==> src/rtl/regfile_wb_arbiter.sv <==
`default_nettype none
// ============================================================================
// Module      : regfile_wb_arbiter
// Description : Shares the register file's single write port among NUM_REQ
//               write-back requesters (e.g. ALU, load, mul/div). Each
//               requester uses a valid/ready handshake. One nonzero-destination
//               request is granted per cycle by round-robin. The winner is
//               presented to the register file through a registered stage.
//               Requests that target register 0 are accepted immediately.
//               They consume no grant and produce no write.
//
// Ports       : clk        - clock; all state updates on the rising edge
//               rst        - asynchronous, active-high reset
//               req_valid  - [NUM_REQ] per-requester request valid
//               req_reg    - [NUM_REQ*REG_AW] flattened destination registers
//               req_data   - [NUM_REQ*DATA_W] flattened write data
//               req_ready  - [NUM_REQ] per-requester accept (combinational)
//               wr_reg     - register file writeReg (0 = no write), registered
//               wr_data    - register file writeData, registered
//               busy       - registered; a nonzero request lost arbitration
//               grant_idx  - registered index of the last granted requester
//
// Options     : WB_FIXED_PRIO_EN - when defined, the lowest index always wins
//               (the round-robin pointer is held at 0).
//
// Revision    : 1.0 - initial release
// ============================================================================
module regfile_wb_arbiter #(
    parameter int NUM_REQ = 3,   // legal range 2..8
    parameter int REG_AW  = 5,
    parameter int DATA_W  = 32
) (
    input  logic                       clk,
    input  logic                       rst,
    input  logic [NUM_REQ-1:0]         req_valid,
    input  logic [NUM_REQ*REG_AW-1:0]  req_reg,
    input  logic [NUM_REQ*DATA_W-1:0]  req_data,
    output logic [NUM_REQ-1:0]         req_ready,
    output logic [REG_AW-1:0]          wr_reg,
    output logic [DATA_W-1:0]          wr_data,
    output logic                       busy,
    output logic [2:0]                 grant_idx
);

    localparam logic [3:0] c_NUM  = 4'(NUM_REQ);
    localparam logic [2:0] c_LAST = 3'(NUM_REQ - 1);

    // Registered state
    logic [2:0]        r_ptr;
    logic [REG_AW-1:0] r_wrReg;
    logic [DATA_W-1:0] r_wrData;
    logic              r_busy;
    logic [2:0]        r_grantIdx;

    // Combinational arbitration signals
    logic [NUM_REQ-1:0] w_zero;
    logic [NUM_REQ-1:0] w_nonZero;
    logic [NUM_REQ-1:0] w_grant;
    logic               w_found;
    logic [2:0]         w_win;
    logic [3:0]         w_cand;
    logic [REG_AW-1:0]  w_selReg;
    logic [DATA_W-1:0]  w_selData;
    logic               w_lost;
    logic [2:0]         w_ptrNext;

    // Per-requester classification and ready generation. A register-0 request
    // is ready as soon as it is valid, independent of arbitration.
    generate
        for (genvar gi = 0; gi < NUM_REQ; gi++) begin : g_req
            assign w_zero[gi]    = (req_reg[gi*REG_AW +: REG_AW] == '0);
            assign w_nonZero[gi] = req_valid[gi] & ~w_zero[gi];
            assign w_grant[gi]   = w_found && (w_win == 3'(gi));
            assign req_ready[gi] = req_valid[gi] & (w_zero[gi] | w_grant[gi]);
        end
    endgenerate

    // Round-robin search: candidates are visited in order ptr, ptr+1, ...
    // wrapping at NUM_REQ. The first nonzero valid request wins. Only
    // constant slices of the flattened buses are used, so the data mux is
    // built from the same loop.
    always_comb begin
        w_found   = 1'b0;
        w_win     = '0;
        w_cand    = '0;
        w_selReg  = '0;
        w_selData = '0;
        for (int k = 0; k < NUM_REQ; k++) begin
            w_cand = {1'b0, r_ptr} + 4'(k);
            if (w_cand >= c_NUM) begin
                w_cand = w_cand - c_NUM;
            end
            for (int i = 0; i < NUM_REQ; i++) begin
                if (!w_found && w_nonZero[i] && (w_cand == 4'(i))) begin
                    w_found   = 1'b1;
                    w_win     = 3'(i);
                    w_selReg  = req_reg[i*REG_AW +: REG_AW];
                    w_selData = req_data[i*DATA_W +: DATA_W];
                end
            end
        end
    end

    // A loser exists when any nonzero valid request did not get the grant.
    assign w_lost = |(w_nonZero & ~w_grant);

`ifdef WB_FIXED_PRIO_EN
    // Fixed priority: search always starts at requester 0.
    assign w_ptrNext = 3'd0;
`else
    assign w_ptrNext = (w_win == c_LAST) ? 3'd0 : (w_win + 3'd1);
`endif

    always_ff @(posedge clk or posedge rst) begin
        if (rst) begin
            r_ptr      <= 3'd0;
            r_wrReg    <= '0;
            r_wrData   <= '0;
            r_busy     <= 1'b0;
            r_grantIdx <= 3'd0;
        end else begin
            r_busy <= w_lost;
            if (w_found) begin
                r_ptr      <= w_ptrNext;
                r_wrReg    <= w_selReg;
                r_wrData   <= w_selData;
                r_grantIdx <= w_win;
            end else begin
                // No grant: no write this cycle, data simply holds.
                r_wrReg <= '0;
            end
        end
    end

    assign wr_reg    = r_wrReg;
    assign wr_data   = r_wrData;
    assign busy      = r_busy;
    assign grant_idx = r_grantIdx;

endmodule
`default_nettype wire

==> config.mk <==
export PLATFORM = sky130hd
export DESIGN_NAME = regfile_wb_arbiter
export DESIGN_NICKNAME = d
export VERILOG_FILES = /design/src/rtl/regfile_wb_arbiter.sv
export SDC_FILE = /design/constraint.sdc
export NUM_CORES = 1
export LEC_CHECK = 0
export ABC_CLOCK_PERIOD_IN_PS = 3790
export BUFFER_PORTS_ARGS = -buffer_cell sky130_fd_sc_hd__buf_2
export CAP_MARGIN = 20
export CORE_UTILIZATION = 40
export DETAILED_ROUTE_END_ITERATION = 10
export PLACE_DENSITY_LB_ADDON = 0.05
export SLEW_MARGIN = 20
export SYNTH_ARGS = -nofsm -noshare
export SYNTH_HDL_FRONTEND = slang
export SYNTH_SLANG_ARGS = --single-unit
==> constraint.sdc <==
create_clock -name clk -period 3.79 [get_ports clk]
set_clock_uncertainty 0.15 [all_clocks]
set_input_delay 0.758 -clock clk [delete_from_list [all_inputs] [get_ports clk]]
set_output_delay 0.758 -clock clk [all_outputs]
set_load 0.05 [all_outputs]
# == After elaboration in Yosys (flattened, before gate mapping) ==
# Index checks and enable logic that the tools add are counted.
# word_totals
register_bits,44
input_bits,116
output_inout_bits,44
word_cells,112
# op_classes
addsub,6
n_lt_le_gt_ge,3
n_eq_ne,8
n_mux,40
bitwise,14
reduce_logical,36
# ops
operator,n
2-to-1 mux 32 bit,9
2-to-1 mux 5 bit,10
2-to-1 mux 3 bit,8
logical AND 1 bit,20
zero test 5 bit,3
"equality test 4 x 1 -> 1 bit, second input constant",3
"equality test 4 x 2 -> 1 bit, second input constant",3
zero test 4 bit,3
2-to-1 mux 4 bit,3
2-to-1 mux 1 bit,10
">= comparator 4 x 2 -> 1 bit, second input constant",2
zero test 1 bit,8
"subtractor 4 x 2 -> 4 bit, second input constant",2
bitwise AND 1 bit,6
"adder 3 x 1 -> 4 bit, second input constant",1
"adder 3 x 2 -> 4 bit, second input constant",1
"subtractor 3 x 2 -> 4 bit, second input constant",1
"adder 3 x 1 -> 3 bit, second input constant",1
bitwise AND 3 bit,1
"equality test 3 x 1 -> 1 bit, second input constant",1
"equality test 3 x 2 -> 1 bit, second input constant",1
">= comparator 3 x 2 -> 1 bit, second input constant",1
zero test 3 bit,1
NOT 1 bit,3
3 further kinds,5

# == Longest topological paths before layout ==
# depth
depth_word,42
depth_mapped,14
ltp_nobuf,11

# == Worst setup path before layout ==
# Ideal clock, no wire load.
# synth_timing
path_kind,reg2out
startpoint,register r_ptr[1]
endpoint,output port req_ready[0]
t_arrival_ps,2950
t_required_ps,2882
path_slack_ps,-68
stages_incl_launch_ff,13
n_path_buf,2
path_cell_list,dfrtp_1 ha_1 inv_1 ha_1 xor2_1 a32oi_1 a21boi_1 o211ai_4 or3_1 buf_4 o21ai_2 buf_6 o21a_1
# synth_between
elab_chain_cells,41
elab_cells_between_ends,66
classes_between,add/sub: 5; order compare: 3; eq/ne: 6; mux: 20; bitwise: 2; reduce/logical: 30
# synth_rtl
element,line_no,text
from (decl),49,logic [2:0] r_ptr;
from (signal assigned),124,r_ptr <= w_ptrNext;
subtractor 3 x 2 -> 4 bit or >= comparator 3 x 2 -> 1 bit (tied branches),"91, 90",
2-to-1 mux 4 bit,90,if (w_cand >= c_NUM) begin
zero test 4 bit,94,if (!w_found && w_nonZero[i] && (w_cand == 4'(i))) begin
logical AND 1 bit,94,
2-to-1 mux 1 bit,94,
zero test 1 bit,94,
logical AND 1 bit (2 in a row),94,
2-to-1 mux 1 bit,94,
(+23 left out),-,
2-to-1 mux 1 bit,94,
zero test 1 bit,94,
logical AND 1 bit (2 in a row),94,
2-to-1 mux 3 bit,94,
zero test 3 bit,73,assign w_grant[gi] = w_found && (w_win == 3'(gi));
logical AND 1 bit (*),73,
bitwise OR 1 bit (*),74,assign req_ready[gi] = req_valid[gi] & (w_zero[gi] | w_grant[gi]);
bitwise AND 1 bit (*),74,
to (decl),38,"output logic [NUM_REQ-1:0] req_ready,"
# Mark *: on every way between the ends. The rest lies on a longest branch, timed or not.

# == Worst setup path after layout ==
# Same ends and word-level chain as after synthesis.

==> results by group <==
Global routing
  – Largest net degree at the start of global routing: 58
  – Congestion Overflow GR: 0
  – First-pass GRT wire length: about 21000 um
  – Total track usage: 27.3%
  – Vias in the first global route: between 4000 and 5000
  – Antenna violations before repair: 0

Timing
  – PnR worst setup slack: between 10 and 15 ps
  – F_max: between 200 and 300 MHz
  – Tcrit/Tclk final: 99.7%
  – RSZ-0062 raised after global routing: yes
  – Slew Limit Fails: 0
  – Final Hold Vio Count: 0
  – Slew Limit Headroom: between 30% and 40%
  – Endpoints failing setup: 0
  – Min Tclk post-route: around 3800 ps
  – Measured slew at the worst slew-check pin: around 940 ps
  – TNS Setup: 0 ps

Floorplan
  – Top-level port count: 160
  – Die Height: ~97 um
  – Core area: around 8700 um2
  – Row count: 34
  – Die span in x: 96.9 um
  – Effective utilization at floorplan: 41.3%
  – Die area: 9390 um2

Synthesis
  – Compound-gate portion of the synthesized area: between 30% and 40%
  – Area share of the largest cell type after synthesis: 29.9%
  – Synth area leader: dfrtp_1
  – Largest family of logic cells by synthesized area: compound AO/OA/AOI/OAI gates
  – Synthesized flop and latch total: 43
  – Asr flop ratio synth: 100%
  – Syn_nets: approximately 560
  – Simple-gate share of the synthesized area: between 10% and 20%
  – Proportion of synthesized area in mux cells: ~7.2%
  – Ys Warns: 0
  – Synth area leaders: dfrtp_1 30%, mux2i_1 7.2%, a221o_1 6.1%
  – Cell count after synthesis: 430
  – Mean post-synth cell area: approximately 8.4 um2
  – Synth Cell Area: approximately 3600 um2
  – Xor/xnor share of the synthesized area: less than 1%
  – Sequential fraction of the synthesis area: about 30%
  – Post-synth cell types: 57
  – Adder-Cell Fraction of Synth Area: 3.13%
  – Post-synth EDFFs: 0
  – Ys flop type: dfrtp_1

Route
  – Via density: about 6
  – Routed WL per cell: about 18 um
  – Via count: a little over 4000
  – Antenna-violating nets left: 0
  – Detailed Route WL: roughly 13000 um
  – TritonRoute pass-1 iters: 5
  – Initial DRC Count: roughly 240
  – DRC: 0

Critical path
  – Arrival @ worst endpoint: about 2900 ps
  – WP data required: about 2900 ps
  – Max FO, Critical Path: 6
  – Reg-to-Reg End: wr_reg[3]
  – Startpoint types: register
  – Slowest-stage cell, CP: dfrtp_1
  – Crit path kind: register to output port
  – Critical-path cell list: buf_4 > ha_4 > or3b_1 > a31oi_2 > o31ai_2 > or2_2 > or3_4 > o21ai_2 > o21a_2 > buf_8
  – Max incr delay on CP: approximately 440 ps
  – Worst Setup End Kind: output port
  – FF-to-FF setup slack: about 300 ps
  – Reg-to-Reg Start: r_ptr[1]
  – Cells on worst reg2reg path: 11

Place
  – IO buf count: between 150 and 200
  – Cells after DPL: 684
  – Final weighted congestion in routability-driven placement: approximately 0.9
  – Setup WS pre-CTS: 47.0 ps
  – Hpwl dp: between 8000 and 9000 um
  – Placed cell area: roughly 4500 um2

Final layout
  – NumNets Final: about 720
  – Synth-to-layout area growth: 34.7%
  – Design Area, Final: 4850 um2
  – Number of flip-flops under the largest register name: 32
  – Post-Layout Cell Count: 701
  – Share of cells above drive strength 1: 41.3%
  – Antenna Cells: 0
  – Finished Core Util: 55.7%

Worst hold path
  – Worst min-delay path endpoint: grant_idx[0]
  – Hold Path Origin: grant_idx[0]
  – HP Class: register to register
  – Hold Path Depth: 1

Pwr
  – Leak pwr: 2.41 nW
  – Worst VDD drop: just over 0.6 mV
  – Pwr dens: 1120 nW/um2

Clock network
  – # clock sinks: 43
  – Clock Path Buffers: 2
  – CTS tree: yes
  – Root Driver: clkbuf_8
  – Clock Pin Slew Worst Setup and Hold Paths: around 90 ps
  – Hold-fix buffers at CTS: 0
  – H-tree Lvls: 2
  – CTS Buf Count: 5
  – Clock latency on the worst-skew pair: 300 ps

Run status
  – Status: finished, final reports clean

Job
  – Max cap viols: 0
-- critical path, delay by kind of cell, from the launching register on --
family / cells / cell delay [ps]
adder cells (fa/ha/maj): 1 / 180
AND/OR/NAND/NOR: 3 / 1050
AO/OA/AOI/OAI: 4 / 570
buffers and inverters: 2 / 330
flip-flops: 1 / 440
-- cell usage after synthesis (4+ instances only) --
master	n
a222oi_1	4
buf_1	4
nand2_1	47
a31oi_1	4
o21ai_0	36
nor3_1	4
inv_1	6
buf_2	18
clkbuf_1	10
o32ai_1	18
o21ai_1	5
ha_1	9
nor2_1	40
nand3_1	8
nand2b_1	5
mux2i_1	26
a22oi_1	6
a21o_1	4
dfrtp_1	43
a22oi_2	6
a21oi_1	39
a221oi_1	11
a221o_1	22
o21a_1	5
-- layout make-up --
class	instances	area (um2)
Fill cell	850	3870
Multi-Input combinational cell	344	2460
Sequential cell	43	1080
Timing Repair Buffer	191	1060
Tap cell	108	135
Clock buffer	6	72.6
Inverter	7	27.5
Clock inverter	2	12.5
-- routing by layer --
metal,vias to the layer above,global-route usage [%],routed length [um]
met5,-,0,0
met4,0,7.00,209
met3,13,4.62,799
met2,181,45.2,5840
met1,1977,37.0,5800
li1,1976,-,-
-- kinds of logic after synthesis --
kind of cell / after synthesis
AO/OA/AOI/OAI: 183
AND/OR/NAND/NOR: 124
flip-flops: 43
buffers and inverters: 43
multiplexers: 26
adder cells (fa/ha/maj): 9
other: 1
XOR/XNOR: 1
-- layout by cell type (no fill, tap or decap), types with 3 or more instances in the layout --
| cell type | count |
|---|---|
| buf_2 | 155 |
| nand2_1 | 46 |
| dfrtp_1 | 43 |
| a21oi_1 | 39 |
| nor2_1 | 38 |
| o21ai_0 | 36 |
| buf_4 | 32 |
| mux2i_1 | 26 |
| a221o_1 | 22 |
| o32ai_1 | 18 |
| a221oi_1 | 11 |
| nand3_1 | 7 |
| o21ai_2 | 6 |
| a22oi_2 | 6 |
| a22oi_1 | 6 |
| nand2b_1 | 5 |
| clkbuf_8 | 5 |
| o21a_1 | 4 |
| inv_2 | 4 |
| a21o_1 | 4 |
| a222oi_1 | 4 |
| ha_4 | 4 |
| ha_1 | 4 |
| nand3b_1 | 3 |
| and2_1 | 3 |
| nor3_1 | 3 |
| a31oi_1 | 3 |
| o22ai_1 | 3 |
| buf_6 | 3 |
-- worst max-delay path by stage --
stage | start | to | slack, ps | cells after the start
final | r_ptr[1] | req_ready[0] | 10 | 10
after global routing | r_ptr[1] | req_ready[0] | -90 | 10
after CTS | r_ptr[1] | req_ready[1] | 3 | 11
after detailed placement | req_reg[10] | req_ready[0] | 50 | 9
after global placement | req_reg[10] | req_ready[0] | 80 | 9
after floorplan | r_ptr[1] | req_ready[0] | 60 | 12
-- stage by stage --
| step | total power [mW] | hold slack, ps |
|---|---|---|
| floorplan | 3.91 | 477 |
| global placement | 4.81 | 308 |
| detailed placement | 4.87 | 320 |
| CTS | 5.32 | 342 |
| global route | 5.88 | 364 |
| finish | 5.44 | 337 |
-- power breakdown --
group,internal [mW],switching [mW],leakage (nW)
registers,0.703,0.101,0.537
logic,1.62,2.71,1.84
clock network,0.129,0.178,0.0412
-- timing repair --
action | CTS | global route
endpoints found under the setup margin | 3 | 4
resized for setup | 26 | 10
buffers inserted | 3 | 6
pin swaps | 3 | 8
Note: power is estimated with default switching activity, not from simulation.
